## config.mk

```make
export PLATFORM = sky130hd
export DESIGN_NAME = uart_alu
export DESIGN_NICKNAME = d
export VERILOG_FILES = /design/src/rtl/uart_alu_pkg.sv /design/src/rtl/uart_alu_alu.sv /design/src/rtl/uart_alu.sv
export SDC_FILE = /design/constraint.sdc
export NUM_CORES = 1
export LEC_CHECK = 0
export CAP_MARGIN = 10
export CELL_PAD_IN_SITES_DETAIL_PLACEMENT = 0
export CELL_PAD_IN_SITES_GLOBAL_PLACEMENT = 1
export CORE_UTILIZATION = 51
export DETAILED_ROUTE_END_ITERATION = 12
export PLACE_DENSITY = 0.79
export SLEW_MARGIN = 10
export SYNTH_ARGS = -nofsm -noshare
export SYNTH_HDL_FRONTEND = slang
export SYNTH_SLANG_ARGS = --single-unit
```

## constraint.sdc

```tcl
create_clock -name i_clk -period 3.3 [get_ports i_clk]
set_clock_uncertainty 0.2 [all_clocks]
set_input_delay 0.66 -clock i_clk [delete_from_list [all_inputs] [get_ports i_clk]]
set_output_delay 0.66 -clock i_clk [all_outputs]
set_load 0.01 [all_outputs]
```

## src/rtl/uart_alu_pkg.sv

```systemverilog
// Shared constants, opcodes and FSM state encodings for the serial-controlled ALU.
package uart_alu_pkg;

  localparam int DATA_W         = 8;
  localparam int CLK_FREQ_DEF   = 50_000_000;
  localparam int BAUD_DEF       = 9600;
  localparam int OVERSAMPLE_DEF = 16;

  localparam logic [7:0] OP_ADD = 8'h20;
  localparam logic [7:0] OP_SUB = 8'h22;
  localparam logic [7:0] OP_AND = 8'h24;
  localparam logic [7:0] OP_OR  = 8'h25;
  localparam logic [7:0] OP_XOR = 8'h26;
  localparam logic [7:0] OP_NOR = 8'h27;
  localparam logic [7:0] OP_SRL = 8'h02;
  localparam logic [7:0] OP_SRA = 8'h03;

  typedef enum logic [1:0] {RX_IDLE, RX_START, RX_DATA, RX_STOP} rx_state_t;
  typedef enum logic [1:0] {TX_IDLE, TX_START, TX_DATA, TX_STOP} tx_state_t;
  typedef enum logic [1:0] {CTL_GET_A, CTL_GET_B, CTL_GET_OP, CTL_SEND} ctl_state_t;

  // Clocks per oversample tick, rounded to nearest.
  function automatic int baud_div(input int clk_freq, input int baud, input int os);
    return (clk_freq + (baud * os) / 2) / (baud * os);
  endfunction

endpackage

```

## src/rtl/uart_alu_alu.sv

```systemverilog
// Combinational ALU: wrapping arithmetic, bitwise ops and full-width shifts; no flags.
module alu
  import uart_alu_pkg::*;
#(
  parameter int W = 8
) (
  input  logic [W-1:0] i_a,
  input  logic [W-1:0] i_b,
  input  logic [W-1:0] i_op,
  output logic [W-1:0] o_result
);

  localparam int SH_W = $clog2(W);

  logic w_big_shift;
  assign w_big_shift = (i_b > W'(W - 1));

  always_comb begin
    o_result = '0;
    case (i_op)
      OP_ADD:  o_result = i_a + i_b;
      OP_SUB:  o_result = i_a - i_b;
      OP_AND:  o_result = i_a & i_b;
      OP_OR:   o_result = i_a | i_b;
      OP_XOR:  o_result = i_a ^ i_b;
      OP_NOR:  o_result = ~(i_a | i_b);
      OP_SRL:  o_result = w_big_shift ? '0 : (i_a >> i_b[SH_W-1:0]);
      OP_SRA:  o_result = w_big_shift ? {W{i_a[W-1]}}
                                      : $unsigned($signed(i_a) >>> i_b[SH_W-1:0]);
      default: o_result = '0;
    endcase
  end

endmodule

```

## src/rtl/uart_alu.sv

```systemverilog
// UART-controlled ALU: receives A, B, OP bytes on i_rx and transmits the result byte on o_tx.
module uart_alu
  import uart_alu_pkg::*;
#(
  parameter int CLK_FREQ   = CLK_FREQ_DEF,
  parameter int BAUD       = BAUD_DEF,
  parameter int OVERSAMPLE = OVERSAMPLE_DEF,
  parameter int DATA_W     = uart_alu_pkg::DATA_W
) (
  input  logic i_clk,
  input  logic i_reset,
  input  logic i_rx,
  output logic o_tx
);

  localparam int BAUD_DIV = baud_div(CLK_FREQ, BAUD, OVERSAMPLE);
  localparam int BCNT_W   = (BAUD_DIV > 1) ? $clog2(BAUD_DIV) : 1;
  localparam int TCNT_W   = $clog2(OVERSAMPLE);
  localparam int BIT_W    = $clog2(DATA_W);
  localparam logic [BCNT_W-1:0] BAUD_LAST = BCNT_W'(BAUD_DIV - 1);
  localparam logic [TCNT_W-1:0] LAST_TICK = TCNT_W'(OVERSAMPLE - 1);
  localparam logic [TCNT_W-1:0] MID_TICK  = TCNT_W'(OVERSAMPLE / 2 - 1);
  localparam logic [BIT_W-1:0]  LAST_BIT  = BIT_W'(DATA_W - 1);

  // NOTE: reset asserts asynchronously but releases on a clock edge, so no
  // flop sees a release too close to its active edge.
  logic r_rst_meta, r_rst_n;
  always_ff @(posedge i_clk or negedge i_reset) begin
    if (!i_reset) {r_rst_meta, r_rst_n} <= 2'b00;
    else          {r_rst_meta, r_rst_n} <= {1'b1, r_rst_meta};
  end

  logic [BCNT_W-1:0] r_baud_cnt;
  logic              r_tick;
  // NOTE: state is updated with <= so every flop samples pre-edge values.
  always_ff @(posedge i_clk or negedge r_rst_n) begin
    if (!r_rst_n) begin
      r_baud_cnt <= '0;
      r_tick     <= 1'b0;
    end else if (r_baud_cnt == BAUD_LAST) begin
      r_baud_cnt <= '0;
      r_tick     <= 1'b1;
    end else begin
      r_baud_cnt <= r_baud_cnt + 1'b1;
      r_tick     <= 1'b0;
    end
  end

  // Line synchroniser plus previous sample for falling-edge detection.
  logic r_rx_meta, r_rx_sync, r_rx_prev;
  always_ff @(posedge i_clk or negedge r_rst_n) begin
    if (!r_rst_n) {r_rx_meta, r_rx_sync, r_rx_prev} <= 3'b111;
    else          {r_rx_meta, r_rx_sync, r_rx_prev} <= {i_rx, r_rx_meta, r_rx_sync};
  end

  rx_state_t         r_rx_state, w_rx_state;
  logic [TCNT_W-1:0] r_rx_cnt, w_rx_cnt;
  logic [BIT_W-1:0]  r_rx_bit, w_rx_bit;
  logic [DATA_W-1:0] r_rx_shift, w_rx_shift;
  logic              r_rx_done, w_rx_done;

  // NOTE: every output of a combinational block gets a default first, so no
  // path through the case leaves a signal unassigned and infers a latch.
  always_comb begin
    w_rx_state = r_rx_state;
    w_rx_cnt   = r_rx_cnt;
    w_rx_bit   = r_rx_bit;
    w_rx_shift = r_rx_shift;
    w_rx_done  = 1'b0;
    case (r_rx_state)
      RX_IDLE: if (r_rx_prev && !r_rx_sync) begin
        w_rx_state = RX_START;
        w_rx_cnt   = '0;
      end
      RX_START: if (r_tick) begin
        if (r_rx_cnt == MID_TICK) begin
          w_rx_cnt   = '0;
          w_rx_bit   = '0;
          w_rx_state = r_rx_sync ? RX_IDLE : RX_DATA;
        end else begin
          w_rx_cnt = r_rx_cnt + 1'b1;
        end
      end
      RX_DATA: if (r_tick) begin
        if (r_rx_cnt == LAST_TICK) begin
          w_rx_cnt   = '0;
          w_rx_shift = {r_rx_sync, r_rx_shift[DATA_W-1:1]};
          if (r_rx_bit == LAST_BIT) w_rx_state = RX_STOP;
          else                      w_rx_bit   = r_rx_bit + 1'b1;
        end else begin
          w_rx_cnt = r_rx_cnt + 1'b1;
        end
      end
      RX_STOP: if (r_tick) begin
        if (r_rx_cnt == LAST_TICK) begin
          w_rx_cnt   = '0;
          w_rx_done  = r_rx_sync;  // low stop bit: framing error, byte dropped
          w_rx_state = RX_IDLE;
        end else begin
          w_rx_cnt = r_rx_cnt + 1'b1;
        end
      end
      default: w_rx_state = RX_IDLE;
    endcase
  end

  always_ff @(posedge i_clk or negedge r_rst_n) begin
    if (!r_rst_n) begin
      r_rx_state <= RX_IDLE;
      r_rx_cnt   <= '0;
      r_rx_bit   <= '0;
      r_rx_shift <= '0;
      r_rx_done  <= 1'b0;
    end else begin
      r_rx_state <= w_rx_state;
      r_rx_cnt   <= w_rx_cnt;
      r_rx_bit   <= w_rx_bit;
      r_rx_shift <= w_rx_shift;
      r_rx_done  <= w_rx_done;
    end
  end

  ctl_state_t        r_ctl_state, w_ctl_state;
  logic [DATA_W-1:0] r_a, r_b, r_op, w_a, w_b, w_op;
  logic              w_tx_start;
  logic [DATA_W-1:0] w_result;

  always_comb begin
    w_ctl_state = r_ctl_state;
    w_a         = r_a;
    w_b         = r_b;
    w_op        = r_op;
    w_tx_start  = 1'b0;
    case (r_ctl_state)
      CTL_GET_A:  if (r_rx_done) begin w_a  = r_rx_shift; w_ctl_state = CTL_GET_B;  end
      CTL_GET_B:  if (r_rx_done) begin w_b  = r_rx_shift; w_ctl_state = CTL_GET_OP; end
      CTL_GET_OP: if (r_rx_done) begin w_op = r_rx_shift; w_ctl_state = CTL_SEND;   end
      CTL_SEND: begin
        w_tx_start  = 1'b1;
        w_ctl_state = CTL_GET_A;
      end
      default: w_ctl_state = CTL_GET_A;
    endcase
  end

  always_ff @(posedge i_clk or negedge r_rst_n) begin
    if (!r_rst_n) begin
      r_ctl_state <= CTL_GET_A;
      r_a         <= '0;
      r_b         <= '0;
      r_op        <= '0;
    end else begin
      r_ctl_state <= w_ctl_state;
      r_a         <= w_a;
      r_b         <= w_b;
      r_op        <= w_op;
    end
  end

  alu #(.W(DATA_W)) u_alu (
    .i_a     (r_a),
    .i_b     (r_b),
    .i_op    (r_op),
    .o_result(w_result)
  );

  tx_state_t         r_tx_state, w_tx_state;
  logic [TCNT_W-1:0] r_tx_cnt, w_tx_cnt;
  logic [BIT_W-1:0]  r_tx_bit, w_tx_bit;
  logic [DATA_W-1:0] r_tx_shift, w_tx_shift;
  logic              r_tx, w_tx;

  // The line level is registered and changes together with the state.
  always_comb begin
    w_tx_state = r_tx_state;
    w_tx_cnt   = r_tx_cnt;
    w_tx_bit   = r_tx_bit;
    w_tx_shift = r_tx_shift;
    w_tx       = r_tx;
    case (r_tx_state)
      TX_IDLE: begin
        w_tx = 1'b1;
        if (w_tx_start) begin
          w_tx_shift = w_result;
          w_tx_cnt   = '0;
          w_tx_state = TX_START;
          w_tx       = 1'b0;
        end
      end
      TX_START: if (r_tick) begin
        if (r_tx_cnt == LAST_TICK) begin
          w_tx_cnt   = '0;
          w_tx_bit   = '0;
          w_tx_state = TX_DATA;
          w_tx       = r_tx_shift[0];
        end else begin
          w_tx_cnt = r_tx_cnt + 1'b1;
        end
      end
      TX_DATA: if (r_tick) begin
        if (r_tx_cnt == LAST_TICK) begin
          w_tx_cnt = '0;
          if (r_tx_bit == LAST_BIT) begin
            w_tx_state = TX_STOP;
            w_tx       = 1'b1;
          end else begin
            w_tx_bit   = r_tx_bit + 1'b1;
            w_tx_shift = r_tx_shift >> 1;
            w_tx       = r_tx_shift[1];
          end
        end else begin
          w_tx_cnt = r_tx_cnt + 1'b1;
        end
      end
      TX_STOP: if (r_tick) begin
        if (r_tx_cnt == LAST_TICK) begin
          w_tx_cnt   = '0;
          w_tx_state = TX_IDLE;
        end else begin
          w_tx_cnt = r_tx_cnt + 1'b1;
        end
      end
      default: w_tx_state = TX_IDLE;
    endcase
  end

  always_ff @(posedge i_clk or negedge r_rst_n) begin
    if (!r_rst_n) begin
      r_tx_state <= TX_IDLE;
      r_tx_cnt   <= '0;
      r_tx_bit   <= '0;
      r_tx_shift <= '0;
      r_tx       <= 1'b1;
    end else begin
      r_tx_state <= w_tx_state;
      r_tx_cnt   <= w_tx_cnt;
      r_tx_bit   <= w_tx_bit;
      r_tx_shift <= w_tx_shift;
      r_tx       <= w_tx;
    end
  end

  assign o_tx = r_tx;

endmodule

```

==> run_results.csv <==
group,metric,value,unit
logic_synthesis,synth_area_leaders,"dfrtp_1 (37%), ha_1 (11%), mux2_2 (8.2%)",
power_and_ir_drop,power_leakage,2.417,nW
clock_tree,clk_pin_slew,0.09,ns
timing,maxSlewViolCount,0,
logic_synthesis,synth_top_area_cell,"dfrtp_1",
power_and_ir_drop,switching_power,0.3825,mW
timing,fin_crit_sh,91.74,%
global_routing,grt_overflow,0,
logic_synthesis,avgSynthCellArea,9.705,sq um
worst_setup_path,worstPathMaxFanout,4,
logic_synthesis,ys_seq_area_share,39.11,%
worst_setup_path,cp-start-kind,"flop",
clock_tree,clock_sinks,77,
logic_synthesis,yosysTopAreaCellShare,36.98,%
place,io_buffer_count,3,
power_and_ir_drop,p_per_area,346.6,nW/um^2
place,dp_hpwl,7690,microns
layout,area_growth_syn_to_layout,10.03,%
floorplanning,num_rows,35,
logic_synthesis,synth_area,4940,sq um
worst_setup_path,worstSetupPathType,"reg2reg",
clock_tree,cts_buffer_depth,2,
route,antenna_left,0,
logic_synthesis,yosys-top-cells-count,"dfrtp_1 (73), ha_1 (43), o21ai_0 (41)",
timing,hold_ws,0.1534,ns
route,route.detailed.drc,0,
global_routing,grt_util_met3,3.691,%
min_path,hp-class,"reg2reg",
logic_synthesis,yosysMostFrequentCell,"dfrtp_1",
global_routing,grt_max_degree,76,
worst_setup_path,cp-end-kind,"flop",
route,initialDrtViolationCount,175,
layout,multiInputGateArea,2836,sq um
floorplanning,io_pins,4,
timing,finalSetupViolations,0,
place,gp_congestion,0.9134,
route,first_pass_iters,5,
global_routing,antenna_found_initial,0,
power_and_ir_drop,vdd_ir_drop_max,0.2499,mV
floorplanning,dieArea,10080,sq um
clock_tree,htree_levels,3,
logic_synthesis,synth_edf_count,0,
logic_synthesis,synth_flop_cell,"dfrtp_1",
global_routing,top_usage_layer,"met2",
logic_synthesis,synth_cell_type_count,54,
floorplanning,coreArea,9328,sq um
route,vias,3727,
global_routing,grt_pass1_wl,17960,microns
route,routed_via_density,5.716,
layout,antenna_cells,0,
power_and_ir_drop,internal_power,1.501,mW
global_routing,met2_usage,36.04,%
logic_synthesis,yosysWarnings,0,
logic_synthesis,synth_cells,509,
logic_synthesis,synth_nets,556,
global_routing,grt_usage,22.75,%
clock_tree,numCtsBuffers,9,
global_routing,met1_usage,31.82,%
worst_setup_path,worst_ep_required_time,3.34,ns
clock_tree,cts-root-buf,"clkbuf_8",
clock_tree,cts_tree,"yes",
power_and_ir_drop,pwr-share-comb,0.6,%
power_and_ir_drop,switching_share,20.31,%
clock_tree,clkLatencyLatePin,0.35,ns
floorplanning,die_h,100.4,microns
logic_synthesis,ys_async_sr_fraction,100.0,%
timing,period_needed,3.027,ns
layout,fin_nets,565,
timing,worstMarginPinSlew,1.107,ns
layout,drive_above_1_share,15.49,%
floorplanning,start_util,52.96,%
floorplanning,die_w,100.4,microns
route,wirelength,10540,microns
route,wl_per_cell,16.17,microns
global_routing,grt_pass1_vias,3655,
status,status,"finished clean",
timing,rsz0062_at_grt,"no",
timing,hold_viol,0,
logic_synthesis,synth_seq_cells,77,
layout,n_fill_cell,838,
timing,slew_headroom,25.55,%
timing,fmax,0.3303,GHz
timing,setup-tns-final,0,ns
power_and_ir_drop,clkPwrFrac,47.8,%
job,max-cap-violations,0,
layout,seq_area,1936,sq um
worst_setup_path,cp.arrival,3.07,ns
power_and_ir_drop,seqPwrFrac,51.6,%
## per-stage QoR
step	cell area (sq um)	instances	worst slack (ns)	power, mW	utilization [%]
floorplan	4940	509	0.4029	0.9941	-
global placement	5162	635	0.2183	1.003	55.35
CTS	5420	651	0.1232	1.910	58.11
global route	5435	652	0.02674	1.952	58.27
detailed placement	5162	635	0.1607	1.004	55.35
finish	5435	652	0.2727	1.884	58.27
## cell usage in the layout, fill, tap and decap left out, types with 8 or more instances in the layout
| cell type | instances |
|---|---|
| a22oi_1 | 8 |
| o21ai_0 | 41 |
| nor3_1 | 10 |
| clkbuf_8 | 11 |
| dfrtp_1 | 72 |
| nor2_1 | 39 |
| nand2_1 | 39 |
| buf_4 | 15 |
| xnor2_1 | 20 |
| mux2_2 | 36 |
| ha_1 | 43 |
| mux2i_1 | 10 |
| a21oi_1 | 18 |
| inv_1 | 27 |
| nand3_1 | 18 |
## worst max-delay path: stages (launching register included)
cell and delay (ns):
dfrtp_1 0.41, nor3_2 0.28, nand4_1 0.23, buf_4 0.20, nor2b_1 0.13, xnor2_1 0.12, ha_1 0.31, nor2b_1 0.16
o31a_1 0.25, o22ai_1 0.18, xnor2_1 0.16, a21oi_2 0.08, o31ai_2 0.22
## path summary, 6_finish.rpt
check / start / slack, ns / end / depth (start not counted)
setup / recovery: r_op[4] / 0.27 / r_tx_shift[6] / 12
hold / removal: r_rst_meta / 0.15 / r_rst_n / 0
setup reg to reg: r_op[4] / 0.27 / r_tx_shift[6] / 12
hold reg to reg: r_rst_meta / 0.15 / r_rst_n / 0
max in group asynchronous: r_rst_n / 2.01 / r_tx_shift[0] / 0
min in group asynchronous: i_reset / 0.27 / r_rst_n / 1
## cell families (layout without fill, tap and decap cells)
| logic type | Yosys count | after routing | share of synthesized area, % |
|---|---|---|---|
| AO/OA/AOI/OAI | 124 | 124 | 16.52 |
| XOR/XNOR | 27 | 27 | 4.787 |
| adder cells (fa/ha/maj) | 44 | 44 | 11.30 |
| buffers and inverters | 47 | 61 | 3.622 |
| flip-flops | 77 | 77 | 39.11 |
| multiplexers | 48 | 48 | 11.14 |
| other | 1 | 1 | 0.07591 |
| AND/OR/NAND/NOR | 141 | 141 | 13.45 |
## per-layer routing
layer  wire [microns]  share of wire [%]
met1             5193                 49
met2             4786                 45
met3              359                3.4
met4              203                1.9
met5                0                  0
## state kept, by name, indices dropped and copies added (netlist names), 2 cells and up, named ones only
signal and count:
r_b 8, r_rx_shift 8, r_ctl_state 2, r_tx_state 2
r_tx_shift 8, r_a 8, r_op 8, r_tx_bit 3
r_rx_cnt 4, r_rx_bit 3, r_tx_cnt 4, r_baud_cnt 9
## power by group through the flow
stage	Sequential [mW]	Clock [mW]	Combinational, mW
after floorplan	0.982	0	0.0122
after global placement	0.992	0	0.0113
after detailed placement	0.992	0	0.0113
after CTS	0.974	0.925	0.0116
after global routing	0.977	0.962	0.0131
final	0.972	0.900	0.0114
## final cells by class
cell class,instances,share of cell area [%]
Multi-Input combinational cell,385,52.19
Sequential cell,77,35.61
Tap cell,129,2.970
Clock buffer,11,2.785
Timing Repair Buffer,18,2.624
Clock inverter,5,1.957
Inverter,27,1.865
## timing repair
action / in CTS / in global routing
setup buffers: 0 / 1
endpoints found under the hold margin: 0 / 0
setup endpoints to repair: 0 / 4
hold buffers: 0 / 0
resized for setup: 0 / 2
(Power assumes the default switching activity.)
